**config.mk**
```make
export PLATFORM = sky130hd
export DESIGN_NAME = multicycle_control
export DESIGN_NICKNAME = d
export VERILOG_FILES = /design/src/rtl/mc_ctrl_pkg.sv /design/src/rtl/mc_ctrl_outdec.sv /design/src/rtl/multicycle_control.sv
export SDC_FILE = /design/constraint.sdc
export NUM_CORES = 1
export LEC_CHECK = 0
export ABC_AREA = 1
export BUFFER_PORTS_ARGS = -buffer_cell sky130_fd_sc_hd__clkbuf_2
export CAP_MARGIN = 10
export CELL_PAD_IN_SITES_DETAIL_PLACEMENT = 1
export CELL_PAD_IN_SITES_GLOBAL_PLACEMENT = 2
export CORE_ASPECT_RATIO = 1.2
export CORE_UTILIZATION = 20
export DETAILED_ROUTE_END_ITERATION = 16
export GPL_TIMING_DRIVEN = 0
export PLACE_DENSITY_LB_ADDON = 0.1
export REMOVE_ABC_BUFFERS = 1
export SYNTH_ARGS = -nofsm -noshare
export SYNTH_HDL_FRONTEND = slang
export SYNTH_SLANG_ARGS = --single-unit
```
**constraint.sdc**
```tcl
create_clock -name clk -period 2.4 [get_ports clk]
set_input_delay 0.48 -clock clk [delete_from_list [all_inputs] [get_ports clk]]
set_output_delay 0.48 -clock clk [all_outputs]
set_load 0.02 [all_outputs]
```
**src/rtl/mc_ctrl_pkg.sv**
```systemverilog
// rtl/mc_ctrl_pkg.sv - shared encodings for the multicycle MIPS main controller
package mc_ctrl_pkg;

    localparam logic [3:0] S_FETCH  = 4'd0;
    localparam logic [3:0] S_DECODE = 4'd1;
    localparam logic [3:0] S_MEMADR = 4'd2;
    localparam logic [3:0] S_MEMRD  = 4'd3;
    localparam logic [3:0] S_MEMWB  = 4'd4;
    localparam logic [3:0] S_MEMWR  = 4'd5;
    localparam logic [3:0] S_EXEC   = 4'd6;
    localparam logic [3:0] S_ALUWB  = 4'd7;
    localparam logic [3:0] S_BRANCH = 4'd8;
    localparam logic [3:0] S_ADDIEX = 4'd9;
    localparam logic [3:0] S_ADDIWB = 4'd10;
    localparam logic [3:0] S_JUMP   = 4'd11;

    localparam logic [5:0] OP_RTYPE = 6'b000000;
    localparam logic [5:0] OP_LW    = 6'b100011;
    localparam logic [5:0] OP_SW    = 6'b101011;
    localparam logic [5:0] OP_BEQ   = 6'b000100;
    localparam logic [5:0] OP_ADDI  = 6'b001000;
    localparam logic [5:0] OP_J     = 6'b000010;

    localparam logic [1:0] ALUOP_ADD   = 2'b00;
    localparam logic [1:0] ALUOP_SUB   = 2'b01;
    localparam logic [1:0] ALUOP_FUNCT = 2'b10;
    localparam logic [1:0] ALUOP_ADDI  = 2'b11;

    localparam logic [1:0] SRCB_REG   = 2'b00;
    localparam logic [1:0] SRCB_FOUR  = 2'b01;
    localparam logic [1:0] SRCB_IMM   = 2'b10;
    localparam logic [1:0] SRCB_IMMSH = 2'b11;

    localparam logic [1:0] PCSRC_ALU    = 2'b00;
    localparam logic [1:0] PCSRC_ALUOUT = 2'b01;
    localparam logic [1:0] PCSRC_JUMP   = 2'b10;

    typedef struct packed {
        logic       pc_write;
        logic       pc_write_cond;
        logic       iord;
        logic       mem_read;
        logic       mem_write;
        logic       ir_write;
        logic       mem_to_reg;
        logic       reg_dst;
        logic       reg_write;
        logic       alu_src_a;
        logic [1:0] alu_src_b;
        logic [1:0] alu_op;
        logic [1:0] pc_source;
        logic       instr_done;
    } ctrl_t;

endpackage

```
**src/rtl/mc_ctrl_outdec.sv**
```systemverilog
// rtl/mc_ctrl_outdec.sv - combinational decode of (state, mem_ready) to datapath controls
module mc_ctrl_outdec
    import mc_ctrl_pkg::*;
(
    input  logic [3:0] state,
    input  logic       mem_ready,
    output ctrl_t      ctrl
);

    always_comb begin
        ctrl = '0;
        case (state)
            S_FETCH: begin
                ctrl.mem_read  = 1'b1;
                ctrl.alu_src_b = SRCB_FOUR;
                // IR/PC capture only in the cycle the read actually completes
                ctrl.ir_write  = mem_ready;
                ctrl.pc_write  = mem_ready;
            end
            S_DECODE: ctrl.alu_src_b = SRCB_IMMSH;
            S_MEMADR: begin
                ctrl.alu_src_a = 1'b1;
                ctrl.alu_src_b = SRCB_IMM;
            end
            S_MEMRD: begin
                ctrl.iord     = 1'b1;
                ctrl.mem_read = 1'b1;
            end
            S_MEMWB: begin
                ctrl.mem_to_reg = 1'b1;
                ctrl.reg_write  = 1'b1;
                ctrl.instr_done = 1'b1;
            end
            S_MEMWR: begin
                ctrl.iord       = 1'b1;
                ctrl.mem_write  = 1'b1;
                ctrl.instr_done = mem_ready;
            end
            S_EXEC: begin
                ctrl.alu_src_a = 1'b1;
                ctrl.alu_op    = ALUOP_FUNCT;
            end
            S_ALUWB: begin
                ctrl.reg_dst    = 1'b1;
                ctrl.reg_write  = 1'b1;
                ctrl.instr_done = 1'b1;
            end
            S_BRANCH: begin
                ctrl.alu_src_a     = 1'b1;
                ctrl.alu_op        = ALUOP_SUB;
                ctrl.pc_write_cond = 1'b1;
                ctrl.pc_source     = PCSRC_ALUOUT;
                ctrl.instr_done    = 1'b1;
            end
            S_ADDIEX: begin
                ctrl.alu_src_a = 1'b1;
                ctrl.alu_src_b = SRCB_IMM;
                ctrl.alu_op    = ALUOP_ADDI;
            end
            S_ADDIWB: begin
                ctrl.reg_write  = 1'b1;
                ctrl.instr_done = 1'b1;
            end
            S_JUMP: begin
                ctrl.pc_write   = 1'b1;
                ctrl.pc_source  = PCSRC_JUMP;
                ctrl.instr_done = 1'b1;
            end
            default: ctrl = '0;
        endcase
    end

endmodule

```
**src/rtl/multicycle_control.sv**
```systemverilog
// rtl/multicycle_control.sv - multicycle MIPS main controller: state register and sequencing
module multicycle_control
    import mc_ctrl_pkg::*;
(
    input  logic       clk,
    input  logic       rst_n,
    input  logic [5:0] opcode,
    input  logic       mem_ready,
    output logic       PCWrite,
    output logic       PCWriteCond,
    output logic       IorD,
    output logic       MemRead,
    output logic       MemWrite,
    output logic       IRWrite,
    output logic       MemtoReg,
    output logic       RegDst,
    output logic       RegWrite,
    output logic       ALUSrcA,
    output logic [1:0] ALUSrcB,
    output logic [1:0] ALUOp,
    output logic [1:0] PCSource,
    output logic       instr_done,
    output logic       illegal_op,
    output logic [3:0] state
);

    logic [3:0] state_q;
    logic [3:0] state_d;
    logic       op_legal;
    ctrl_t      dec;
    ctrl_t      ctrl;

    mc_ctrl_outdec u_outdec (
        .state     (state_q),
        .mem_ready (mem_ready),
        .ctrl      (dec)
    );

    always_comb begin
        op_legal = 1'b1;
        state_d  = S_FETCH;
        case (state_q)
            S_FETCH:  state_d = mem_ready ? S_DECODE : S_FETCH;
            S_DECODE: begin
                case (opcode)
                    OP_LW, OP_SW: state_d = S_MEMADR;
                    OP_RTYPE:     state_d = S_EXEC;
                    OP_BEQ:       state_d = S_BRANCH;
                    OP_ADDI:      state_d = S_ADDIEX;
                    OP_J:         state_d = S_JUMP;
                    default: begin
                        state_d  = S_FETCH;
                        op_legal = 1'b0;
                    end
                endcase
            end
            S_MEMADR: state_d = (opcode == OP_SW) ? S_MEMWR : S_MEMRD;
            S_MEMRD:  state_d = mem_ready ? S_MEMWB : S_MEMRD;
            S_MEMWR:  state_d = mem_ready ? S_FETCH : S_MEMWR;
            S_EXEC:   state_d = S_ALUWB;
            S_ADDIEX: state_d = S_ADDIWB;
            default:  state_d = S_FETCH;
        endcase
    end

    always_ff @(posedge clk or negedge rst_n) begin
        if (!rst_n) begin
            state_q <= S_FETCH;
        end else begin
            state_q <= state_d;
        end
    end

    // Reset gates outputs directly so FETCH's MemRead does not escape while held in reset
    assign ctrl = rst_n ? dec : '0;

    assign PCWrite     = ctrl.pc_write;
    assign PCWriteCond = ctrl.pc_write_cond;
    assign IorD        = ctrl.iord;
    assign MemRead     = ctrl.mem_read;
    assign MemWrite    = ctrl.mem_write;
    assign IRWrite     = ctrl.ir_write;
    assign MemtoReg    = ctrl.mem_to_reg;
    assign RegDst      = ctrl.reg_dst;
    assign RegWrite    = ctrl.reg_write;
    assign ALUSrcA     = ctrl.alu_src_a;
    assign ALUSrcB     = ctrl.alu_src_b;
    assign ALUOp       = ctrl.alu_op;
    assign PCSource    = ctrl.pc_source;
    assign instr_done  = ctrl.instr_done;
    assign illegal_op  = rst_n & (state_q == S_DECODE) & ~op_legal;
    assign state       = state_q;

endmodule

```
# == Yosys cells after proc, flatten, opt, wreduce, memory -nomap -nowiden ==
# Index checks and enable logic that the tools add are counted.
# word_totals
register_bits,4
inputBits,9
output_inout_bits,22
# op_classes
eq_ne,16
n_mux,23
bitwise,3
reduce_logical,10
# ops
operator,n
$pmux 4 s7,1
$pmux 4 s5,1
$mux 17,1
$eq 4x3->1 const B,4
$eq 4x4->1 const B,4
$eq 6x6->1 const B,2
$mux 1,12
$pmux 2 s3,2
$mux 3,3
$eq 4x2->1 const B,2
$reduce_or 2->1,4
$eq 6x2->1 const B,1
$eq 6x3->1 const B,1
$eq 6x4->1 const B,1
$logic_not 6->1,1
$reduce_or 6->1,1
$reduce_or 5->1,1
$eq 4x1->1 const B,1
$logic_not 4->1,1
$pmux 1 s2,2
$pmux 2 s2,1
$reduce_or 4->1,1
$reduce_or 3->1,1
$and 1x1->1,2
$not 1->1,1

# == Longest topological paths before layout ==
# logic_depth
depth_word,6
mapped_depth,7

# == Modules after synthesis ==
# From an unflattened synthesis, not the netlist that was laid out.
# unflattened
hier_cells,149
hier_area_um2,752.0
# by_module_without_submodules
module,instances,cells_per_inst,area_each_um2,seq_area_each_um2
multicycle_control,1,104,533.0,100.1
mc_ctrl_outdec,1,45,219.0,0.0

# == Least setup slack after synthesis ==
# No wires, ideal clock.
# synth_timing
kind,reg-to-output
from,"register state_q[3], in the netlist state[3]"
to,output port PCSource[0]
t_arrival_ns,1.412
t_required_ns,1.920
slack_ns,0.508
stages_incl_launch_ff,6
cell_sequence,dfrtp_1 inv_2 nor2_2 nand3_1 nor2_1 buf_4
# synth_between
elab_chain_len,3
# synth_rtl
item,line_no,rtl
start: declaration,multicycle_control.sv:27,logic [3:0] state_q;
start signal: assignment,multicycle_control.sv:70,state_q <= state_d;
$eq 4x4->1,mc_ctrl_outdec.sv:12,case (state)
$pmux 2 s2 (*),mc_ctrl_outdec.sv:12,
$mux 17 (*),multicycle_control.sv:75,assign ctrl = rst_n ? dec : '0;
end: declaration,multicycle_control.sv:21,"output logic [1:0] PCSource,"
# Every way passes the cells marked *; elsewhere a longest branch is shown, timed or not.

# == Final worst setup path ==
# layout_timing
from,"register state_q[1], in the netlist state[1]"
to,output port ALUSrcB[1]
# layout_between
elab_chain_len,4
# layout_rtl
item,line_no,rtl
$eq 4x2->1 or $eq 4x4->1 (tied branches),mc_ctrl_outdec.sv:12,
$reduce_or 2->1 (no source line),-,
$pmux 2 s3 (*),mc_ctrl_outdec.sv:12,
$mux 17 (*),multicycle_control.sv:75,
end: declaration,multicycle_control.sv:19,"output logic [1:0] ALUSrcB,"
# Marks and branches as above.

==> metrics.md <==
| Metric | Value |
|---|---|
| Status | `finished, final reports clean` |
| First-pass GRT wire length | `3291 µm` |
| Worst hold-check path type | `in2async` |
| Total Routed Length | `1931 µm` |
| CP required | `1.92 ns` |
| Setup crit start kind | `flop` |
| CP max-delay cell | `dfrtp_1` |
| Sequential-to-total area share from yosys stat | `17.78%` |
| Overall Global Routing Usage | `14.15%` |
| Arrival @ worst endpoint | `1.51 ns` |
| TritonCTS buffer count | `3` |
| Setup Total Neg Slack | `0 ns` |
| Core area | `2603 µm²` |
| Synth Area per Inst | `5.312 µm²` |
| I/O pin count | `31` |
| Synth area leader | `nand2_1` |
| Initial core utilization | `21.63%` |
| Crit. End Element | `output port` |
| Pwr Total | `0.6329 mW` |
| Crit path cell chain | `inv_2 -> nor2_2 -> nand2_1 -> a21oi_1 -> clkbuf_2` |
| Initial antenna violation count | `0` |
| Final setup fails | `0` |
| Synthesized cell area | `563.0 µm²` |
| Reg clk slew, reported paths | `0.04 ns` |
| Vias in the first global route | `777` |
| CTS Hold Buffers Added | `0` |
| Antenna diodes | `0` |
| RSZ-0062 raised after global routing | `false` |
| Min Clock Period, post-route | `1.993 ns` |
| TritonCTS clock tree | `done` |
| Most common cell after layout, fill and taps aside | `clkbuf_2` |
| Period utilisation layout | `83.04%` |
| Max clock buf depth | `2` |
| Resized cells post-CTS | `0` |
| CTS sink cnt | `4` |
| Drt first pass iters | `3` |
| Routed wire per std cell | `11.36 µm` |
| Vias per inst | `4.541` |
| Clk_lat worst skew | `0.23 ns` |
| Initial DRC Count | `4` |
| Max Cap Viol | `0` |
| Root buffer cell | `clkbuf_4` |
| Max Fanout on Critical Path | `5` |
| DPL Wire Length | `1685 µm` |
| Worst path max stage delay | `0.47 ns` |
| Fin Clk Skew | `0.004028 ns` |
| VDD IR max | `0.2264 mV` |
| Commonest cells after routing, fill and taps aside | `30 x clkbuf_2, 29 x nand2_1, 17 x nor2_1` |
| Chip height | `60.12 µm` |
| # H-tree levels | `1` |
| Area delta synth->final | `36.00%` |
| Post-layout net count | `148` |
| Die area | `3032 µm²` |
| Chip width | `50.44 µm` |
| Worst-Margin Slew | `0.3859 ns` |
| Leakage dissipation | `0.4694 nW` |
| Synth cell types | `18` |
| Final hold vios | `0` |
| Global placer's final weighted congestion | `0.7969` |
| Mapped Cells | `106` |
| Remaining DRCs | `0` |
| Share of layout cells above drive strength 1 | `35.04%` |
| CP delay by family, top | `flip-flops` |
| Hold WS | `0.08978 ns` |
| DRT antenna net count | `0` |
| Post-synth top area share | `19.33%` |
| Largest net degree at the start of global routing | `13` |
| Slew Viols, Final | `0` |
| Vias | `772` |
| Synth top area cells | `nand2_1 19%, dfrtp_1 18%, nor2_1 11%` |
| FF+latch count, synth | `4` |
| Global route overflow | `0` |
| Pwr/cell area | `826.5 nW/µm²` |
| Ys Warns | `0` |
| Crit Path Category | `reg2out` |
| Site Rows | `20` |
| Slew headroom | `74.25%` |
| Max reg flops | `4` |
| WP buf/inv | `2` |
| Port buffer count | `30` |
| Post-CTS setup buffers | `0` |
| FMAX | `501.8 MHz` |
==> cell families (layout without fill, tap and decap cells) <==
kind of cell	count (synthesis)	in the layout	share of synthesized area, %
compound gates	11	11	10.44
buf+inv	21	52	14.67
flops	4	4	17.78
simple gates	70	70	57.11
==> layout make-up <==
class	instances	area (µm²)
multi-input combinational	81	380.4
sequential	4	100.1
inverter	19	71.32
fill	376	1837
timing repair buffer	30	150.1
tap	33	41.29
clock buffer	3	22.52
==> cells in the mapped netlist <==
cell / count
and3_1: 1
dfrtp_1: 4
nor3_1: 3
nor2_4: 3
nand4_1: 3
nor2_2: 3
buf_4: 1
o21ai_0: 1
nand2_1: 29
nand3_1: 10
a21oi_1: 5
inv_1: 12
o21ai_1: 4
a21oi_2: 1
inv_2: 7
clkbuf_1: 1
nor2_1: 17
nand2_2: 1
==> worst paths after layout <==
check | startpoint | endpoint | slack [ns] | cells after the start
max in group asynchronous | rst_n | state[3]$_DFF_PN0_ | 2.13 | 1
max | state[1]$_DFF_PN0_ | ALUSrcB[1] | 0.41 | 5
max reg2reg | state[1]$_DFF_PN0_ | state[1]$_DFF_PN0_ | 1.20 | 6
min reg2reg | state[3]$_DFF_PN0_ | state[0]$_DFF_PN0_ | 0.74 | 3
min | rst_n | state[1]$_DFF_PN0_ | 0.09 | 1
min in group clk | mem_ready | state[2]$_DFF_PN0_ | 0.60 | 4
==> stage by stage <==
stage / cells / utilization, % / setup WS [ns] / cell area [µm²]
6_report: 170 / 29.42 / 0.4071 / 765.7
5_1_grt: 170 / 29.42 / 0.2822 / 765.7
4_1_cts: 170 / 29.42 / 0.3814 / 765.7
3_5_place_dp: 167 / 28.56 / 0.4790 / 743.2
3_3_place_gp: 167 / 28.56 / 0.4765 / 743.2
2_1_floorplan: 104 / - / 0.5161 / 551.8
==> metal layers <==
| metal | vias up | share of wire, % | track usage, % |
|---|---|---|---|
| met5 | - | 0 | 0 |
| met4 | 0 | 0 | 1.190 |
| met3 | 0 | 3.6 | 2.799 |
| met2 | 20 | 57 | 30.10 |
| met1 | 357 | 40 | 14.33 |
| li1 | 395 | - | - |
==> report_power, final <==
group / switching, mW / internal (mW)
registers: 0.0388 / 0.0884
logic: 0.297 / 0.128
clock network: 0.0256 / 0.0558
==> worst register-to-register path: stages, from the launching register on <==
cell	delay, ns
dfrtp_1	0.47
inv_2	0.10
nor2_2	0.23
nand2_1	0.12
a21oi_2	0.11
nor2_1	0.06
nand2_1	0.06
Note: power is estimated with default switching activity, not from simulation.
